===== src/rtl/sram_rw_port_ctrl_if.sv =====
// Request/response channel plus the RW0 port of one single-port SRAM macro.
// The master is the requester side that also models the macro.
interface sram_rw_port_ctrl_if #(
  parameter int ADDR_W = 14,
  parameter int DATA_W = 64
);
  logic              io_req_valid;
  logic              io_req_ready;
  logic              io_req_bits_write;
  logic [ADDR_W-1:0] io_req_bits_addr;
  logic [DATA_W-1:0] io_req_bits_wdata;
  logic              io_resp_valid;
  logic              io_resp_ready;
  logic              io_resp_bits_write;
  logic [DATA_W-1:0] io_resp_bits_rdata;
  logic              io_busy;
  logic [ADDR_W-1:0] RW0_addr;
  logic              RW0_en;
  logic              RW0_wmode;
  logic [DATA_W-1:0] RW0_wdata;
  logic [DATA_W-1:0] RW0_rdata;

  modport master (
    output io_req_valid, io_req_bits_write,
    output io_req_bits_addr, io_req_bits_wdata,
    output io_resp_ready, RW0_rdata,
    input  io_req_ready, io_resp_valid,
    input  io_resp_bits_write, io_resp_bits_rdata,
    input  io_busy, RW0_addr, RW0_en,
    input  RW0_wmode, RW0_wdata
  );

  modport slave (
    input  io_req_valid, io_req_bits_write,
    input  io_req_bits_addr, io_req_bits_wdata,
    input  io_resp_ready, RW0_rdata,
    output io_req_ready, io_resp_valid,
    output io_resp_bits_write, io_resp_bits_rdata,
    output io_busy, RW0_addr, RW0_en,
    output RW0_wmode, RW0_wdata
  );
endinterface


===== src/rtl/sram_rw_port_ctrl.sv =====
// Valid/ready front end for a single-port SRAM with 1-cycle read data,
// in-order response buffer and optional zero-fill after reset.
module sram_rw_port_ctrl #(
  parameter int ADDR_W     = 14,
  parameter int DATA_W     = 64,
  parameter int DEPTH      = 16384,
  parameter int INIT_ZERO  = 1,
  parameter int RESP_DEPTH = 2
) (
  input logic clock,
  input logic reset,
  sram_rw_port_ctrl_if.slave bus
);
  localparam int PW = $clog2(RESP_DEPTH);
  localparam int CW = $clog2(RESP_DEPTH + 1);

  typedef enum logic {
    S_INIT,
    S_RUN
  } state_e;

  state_e            state_q, state_d;
  logic [ADDR_W-1:0] cnt_q, cnt_d;
  logic              s1_valid_q, s1_valid_d;
  logic              s1_write_q, s1_write_d;
  logic [PW-1:0]     head_q, head_d;
  logic [PW-1:0]     tail_q, tail_d;
  logic [CW-1:0]     count_q, count_d;
  logic              fifo_wr_q [RESP_DEPTH];
  logic              fifo_wr_d [RESP_DEPTH];
  logic [DATA_W-1:0] fifo_data_q [RESP_DEPTH];
  logic [DATA_W-1:0] fifo_data_d [RESP_DEPTH];

  logic [CW:0]       occ;
  logic              fire;
  logic              busy;
  logic              empty;
  logic              push;
  logic              pop;
  logic              cap_write;
  logic [DATA_W-1:0] cap_data;

  function automatic logic [PW-1:0] inc_ptr(
    input logic [PW-1:0] p
  );
    return (p == PW'(RESP_DEPTH - 1)) ? '0 : p + PW'(1);
  endfunction

  always_comb begin
    state_d     = state_q;
    cnt_d       = cnt_q;
    s1_valid_d  = 1'b0;
    s1_write_d  = s1_write_q;
    head_d      = head_q;
    tail_d      = tail_q;
    count_d     = count_q;
    fifo_wr_d   = fifo_wr_q;
    fifo_data_d = fifo_data_q;

    occ   = {{CW{1'b0}}, s1_valid_q} + {1'b0, count_q};
    busy  = !reset && (state_q == S_INIT);
    bus.io_busy      = busy;
    bus.io_req_ready = !reset && (state_q == S_RUN)
                     && (occ < (CW+1)'(RESP_DEPTH));
    fire = bus.io_req_valid && bus.io_req_ready;

    bus.RW0_en    = fire;
    bus.RW0_wmode = bus.io_req_bits_write;
    bus.RW0_addr  = bus.io_req_bits_addr;
    bus.RW0_wdata = bus.io_req_bits_wdata;

    if (busy) begin
      bus.RW0_en    = 1'b1;
      bus.RW0_wmode = 1'b1;
      bus.RW0_addr  = cnt_q;
      bus.RW0_wdata = '0;
      cnt_d         = cnt_q + ADDR_W'(1);
      if (cnt_q == ADDR_W'(DEPTH - 1)) begin
        state_d = S_RUN;
      end
    end

    if (fire) begin
      s1_valid_d = 1'b1;
      s1_write_d = bus.io_req_bits_write;
    end

    // RW0_rdata is only trustworthy the cycle after the read enable
    cap_write = s1_write_q;
    cap_data  = s1_write_q ? '0 : bus.RW0_rdata;
    empty     = (count_q == '0);

    bus.io_resp_valid      = !reset && (!empty || s1_valid_q);
    bus.io_resp_bits_write = empty ? cap_write : fifo_wr_q[head_q];
    bus.io_resp_bits_rdata = empty ? cap_data : fifo_data_q[head_q];

    pop  = bus.io_resp_valid && bus.io_resp_ready && !empty;
    push = s1_valid_q && (!empty || !bus.io_resp_ready);

    if (push) begin
      fifo_wr_d[tail_q]   = cap_write;
      fifo_data_d[tail_q] = cap_data;
      tail_d              = inc_ptr(tail_q);
    end
    if (pop) begin
      head_d = inc_ptr(head_q);
    end
    unique case (1'b1)
      push && !pop: count_d = count_q + CW'(1);
      pop && !push: count_d = count_q - CW'(1);
      default:      count_d = count_q;
    endcase
  end

  always_ff @(posedge clock) begin
    if (reset) begin
      state_q    <= (INIT_ZERO != 0) ? S_INIT : S_RUN;
      cnt_q      <= '0;
      s1_valid_q <= 1'b0;
      s1_write_q <= 1'b0;
      head_q     <= '0;
      tail_q     <= '0;
      count_q    <= '0;
    end else begin
      state_q    <= state_d;
      cnt_q      <= cnt_d;
      s1_valid_q <= s1_valid_d;
      s1_write_q <= s1_write_d;
      head_q     <= head_d;
      tail_q     <= tail_d;
      count_q    <= count_d;
    end
    fifo_wr_q   <= fifo_wr_d;
    fifo_data_q <= fifo_data_d;
  end
endmodule


===== src/flat_wrapper.sv =====
// flat-port wrapper written by rule: the top's interface ports become plain ports
module sram_rw_port_ctrl_flat 
#(
  parameter int ADDR_W     = 14,
  parameter int DATA_W     = 64,
  parameter int DEPTH      = 16384,
  parameter int INIT_ZERO  = 1,
  parameter int RESP_DEPTH = 2
)
  (clock, reset, bus_io_req_valid, bus_io_req_bits_write, bus_io_req_bits_addr, bus_io_req_bits_wdata, bus_io_resp_ready, bus_RW0_rdata, bus_io_req_ready, bus_io_resp_valid, bus_io_resp_bits_write, bus_io_resp_bits_rdata, bus_io_busy, bus_RW0_addr, bus_RW0_en, bus_RW0_wmode, bus_RW0_wdata);
  sram_rw_port_ctrl_if #(.ADDR_W(ADDR_W), .DATA_W(DATA_W)) bus_i ();
  input logic clock;
  input logic reset;
  input wire logic [$bits(bus_i.io_req_valid)-1:0] bus_io_req_valid;
  input wire logic [$bits(bus_i.io_req_bits_write)-1:0] bus_io_req_bits_write;
  input wire logic [$bits(bus_i.io_req_bits_addr)-1:0] bus_io_req_bits_addr;
  input wire logic [$bits(bus_i.io_req_bits_wdata)-1:0] bus_io_req_bits_wdata;
  input wire logic [$bits(bus_i.io_resp_ready)-1:0] bus_io_resp_ready;
  input wire logic [$bits(bus_i.RW0_rdata)-1:0] bus_RW0_rdata;
  output wire logic [$bits(bus_i.io_req_ready)-1:0] bus_io_req_ready;
  output wire logic [$bits(bus_i.io_resp_valid)-1:0] bus_io_resp_valid;
  output wire logic [$bits(bus_i.io_resp_bits_write)-1:0] bus_io_resp_bits_write;
  output wire logic [$bits(bus_i.io_resp_bits_rdata)-1:0] bus_io_resp_bits_rdata;
  output wire logic [$bits(bus_i.io_busy)-1:0] bus_io_busy;
  output wire logic [$bits(bus_i.RW0_addr)-1:0] bus_RW0_addr;
  output wire logic [$bits(bus_i.RW0_en)-1:0] bus_RW0_en;
  output wire logic [$bits(bus_i.RW0_wmode)-1:0] bus_RW0_wmode;
  output wire logic [$bits(bus_i.RW0_wdata)-1:0] bus_RW0_wdata;
  assign bus_i.io_req_valid = bus_io_req_valid;
  assign bus_i.io_req_bits_write = bus_io_req_bits_write;
  assign bus_i.io_req_bits_addr = bus_io_req_bits_addr;
  assign bus_i.io_req_bits_wdata = bus_io_req_bits_wdata;
  assign bus_i.io_resp_ready = bus_io_resp_ready;
  assign bus_i.RW0_rdata = bus_RW0_rdata;
  assign bus_io_req_ready = bus_i.io_req_ready;
  assign bus_io_resp_valid = bus_i.io_resp_valid;
  assign bus_io_resp_bits_write = bus_i.io_resp_bits_write;
  assign bus_io_resp_bits_rdata = bus_i.io_resp_bits_rdata;
  assign bus_io_busy = bus_i.io_busy;
  assign bus_RW0_addr = bus_i.RW0_addr;
  assign bus_RW0_en = bus_i.RW0_en;
  assign bus_RW0_wmode = bus_i.RW0_wmode;
  assign bus_RW0_wdata = bus_i.RW0_wdata;
  sram_rw_port_ctrl #(.ADDR_W(ADDR_W), .DATA_W(DATA_W), .DEPTH(DEPTH), .INIT_ZERO(INIT_ZERO), .RESP_DEPTH(RESP_DEPTH)) u_core (.clock(clock), .reset(reset), .bus(bus_i));
endmodule

===== config.mk =====
export PLATFORM = sky130hd
export DESIGN_NAME = sram_rw_port_ctrl_flat
export DESIGN_NICKNAME = d
export VERILOG_FILES = /design/src/rtl/sram_rw_port_ctrl_if.sv /design/src/rtl/sram_rw_port_ctrl.sv /design/src/flat_wrapper.sv
export SDC_FILE = /design/constraint.sdc
export NUM_CORES = 1
export LEC_CHECK = 0
export ABC_AREA = 1
export CAP_MARGIN = 0
export CORE_UTILIZATION = 34
export DETAILED_ROUTE_END_ITERATION = 12
export PLACE_DENSITY = 0.73
export SLEW_MARGIN = 20
export SYNTH_ARGS = -nofsm -noshare
export SYNTH_HDL_FRONTEND = slang
export SYNTH_SLANG_ARGS = --single-unit

===== constraint.sdc =====
create_clock -name clock -period 4.4 [get_ports clock]
set_clock_uncertainty 0.2 [all_clocks]
set_input_delay 0.66 -clock clock [delete_from_list [all_inputs] [get_ports clock]]
set_output_delay 0.66 -clock clock [all_outputs]
set_load 0.005 [all_outputs]

==> flow_summary.ini <==
[synth]
yosysTopAreaCellShare = 0.527
yosysWarnings = 0
synth_top_area_cell = edfxtp_1
synth_area_um2 = 7400
synth_common_cells = nor2_1, inv_1, edfxtp_1
synth_edf_count = 130
avgSynthCellArea_um2 = 8.48
async_flop_share = 0
synth_cells = 873
synth_flop_cell = edfxtp_1
yosys-top-cells-area = edfxtp_1, nor2_1, inv_1, o31ai_1, nand2_1
ys_seq_area_frac = 0.584
synth_seq_cells = 151
yosysMostFrequentCell = nor2_1
synth_cell_types = 23
syn-num-nets = 1022

[routing]
drt_wl_total_mm = 21.2
drt-pass1-iter-count = 4
drc = 0
drtIter0Drc = 355
antenna_left = 0
viasPerCell = 4.60
wire_per_inst_um = 14.7
vias = 6630

[layout]
nNetsFinal = 1299
syn_to_final_growth_pct = 52.2
fin_cells = 1441
regArea_um2 = 4330
multiInputGateArea_um2 = 2320
layout-drive-gt1-share = 0.0482
fill_cells = 1894
final_core_util = 0.533

[clock_network]
cts.sinks = 151
clock_path_buffers = 2
cts_resized = 0
cts_buffers = 17
ctsHoldBuffers = 0
htree_num_levels = 4
clkTransAtPathRegs_ns = 0.07
cts_tree = built
cts_root_buffer = clkbuf_16
cts_setup_buffers = 0
clk_latency_ns = 0.42

[min_path]
hold_class = reg -> reg

[die]
fp.dieW_um = 150
die_h_um = 150
dieArea_um2 = 22400
boundaryPins = 295
std_cell_rows = 53
start_util = 0.350
core_um2 = 21200

[pwr]
vdd_ir_drop_max_mv = 0.246
p_leak_nw = 4.79
pwr_density_cell_nw_per_um2 = 304

[global_route]
grtUsageTotal = 0.190
antenna_found_initial = 3
grt_max_degree = 91
grt-ovfl-total = 0
grt_pass1_wl_mm = 32.3
grt_pass1_vias = 6436

[critical_path]
worstPathMaxFanout = 27
crit_family = buffers and inverters
cp-end-kind = output pin
cp.required_ns = 3.54
critical_path_class = in -> out
crit_chain = clkdlybuf4s50_1, buf_4, nor2_4, inv_2, nor2_1, nor2_1, clkdlybuf4s50_1
cp_slowest_cell = clkdlybuf4s50_1
slowest_delay_ns = 0.52
cp.arrival_ns = 2.54
critPathLaunchType = primary input
path_buf_inv = 4

[placed_design]
dpl.hpwl_mm = 14.7
place_congestion = 0.867
dp_cells = 1406
io_buffers = 294

[sta]
min_period_over_period = 0.772
rsz0062_at_grt = no
slew_headroom = 0.482
setup_violations = 0
slew_violations = 0
post-route-min-period_ns = 3.40
worstMarginPinSlew_ns = 0.775
fin_setup_tns_ns = 0
max_freq_mhz = 294
finalHoldViolCount = 0

[flow_run]
cap_violations = 0

[run_status]
outcome = finished, final reports clean
-- cell usage in the layout (no fill, tap or decap), drive strengths merged, types with 2 or more instances in the layout --
| cell | count |
|---|---|
| o21ai | 19 |
| o31ai | 64 |
| nor3 | 9 |
| nand3 | 5 |
| edfxtp | 130 |
| inv | 162 |
| a21oi | 12 |
| diode | 3 |
| bufinv | 2 |
| clkinv | 5 |
| clkdlybuf4s50 | 294 |
| ha | 2 |
| clkinvlp | 2 |
| buf | 10 |
| nor2 | 289 |
| dfxtp | 21 |
| nand2 | 115 |
| clkbuf | 18 |
-- where the power goes --
part           internal (W)  leakage (nW)  switching, W
sequential          0.00155          1.34    0.00000212
combinational      0.000272          3.16      0.000151
clock              0.000851         0.284      0.000599
-- layout make-up --
type | instances | share of cell area
clock inverter | 14 | 0.0149
inverter | 157 | 0.0523
tap | 275 | 0.0305
multi-input combinational | 519 | 0.205
clock buffer | 18 | 0.0381
timing repair buffer | 304 | 0.274
antenna | 3 | 0.000666
sequential | 151 | 0.384
-- worst reg2reg max path, delay by kind of cell (launching register included) --
family,cells,cell delay [ns]
AND/OR/NAND/NOR,4,0.98
flip-flops,1,0.45
buffers and inverters,2,0.60
-- worst paths after layout --
check                                               to  slack [ns]  cells after the start         startpoint
worst max-delay path                   bus_RW0_addr[0]        1.00                      7              reset
worst min-delay path                    u_core.state_q        0.32                      2   u_core.cnt_q[13]
worst max register to register  u_core.fifo_data_q[17]        1.80                      6  u_core.count_q[0]
worst min register to register          u_core.state_q        0.32                      2   u_core.cnt_q[13]
-- metrics by stage --
stage	setup slack, ns	hold slack (ns)	cell area (um^2)	total power (W)
6_report	1.00	0.322	11300	0.00343
5_1_grt	0.863	0.344	11300	0.00356
4_1_cts	0.995	0.322	11300	0.00346
3_5_place_dp	0.996	0.313	10700	0.00201
3_3_place_gp	1.02	0.297	10700	0.00201
2_1_floorplan	0.150	0.257	7400	0.00171
-- layer usage --
metal	track usage	vias up	wire length [um]
met5	0	-	0
met2	0.345	242	10900
met3	0.0564	24	1610
met1	0.209	3044	8350
li1	-	3320	-
met4	0.0653	0	346
-- state kept, by name, indices dropped and copies added, names as in the netlist --
name / flops
u_core.cap_write: 1
u_core.count_q: 2
u_core.fifo_data_q: 128
u_core.cnt_q: 14
u_core.fifo_wr_q: 2
u_core.tail_q: 1
u_core.s1_valid_q: 1
u_core.head_q: 1
u_core.state_q: 1
-- cells by family after synthesis --
kind of cell / count (synthesis) / share of synthesized area
xor+xnor: 1 / 0.00118
buf+inv: 203 / 0.106
simple gates: 420 / 0.218
fa+ha+maj: 2 / 0.00338
flops: 151 / 0.584
compound gates: 96 / 0.0869
Power figures use the tool's default switching activity.
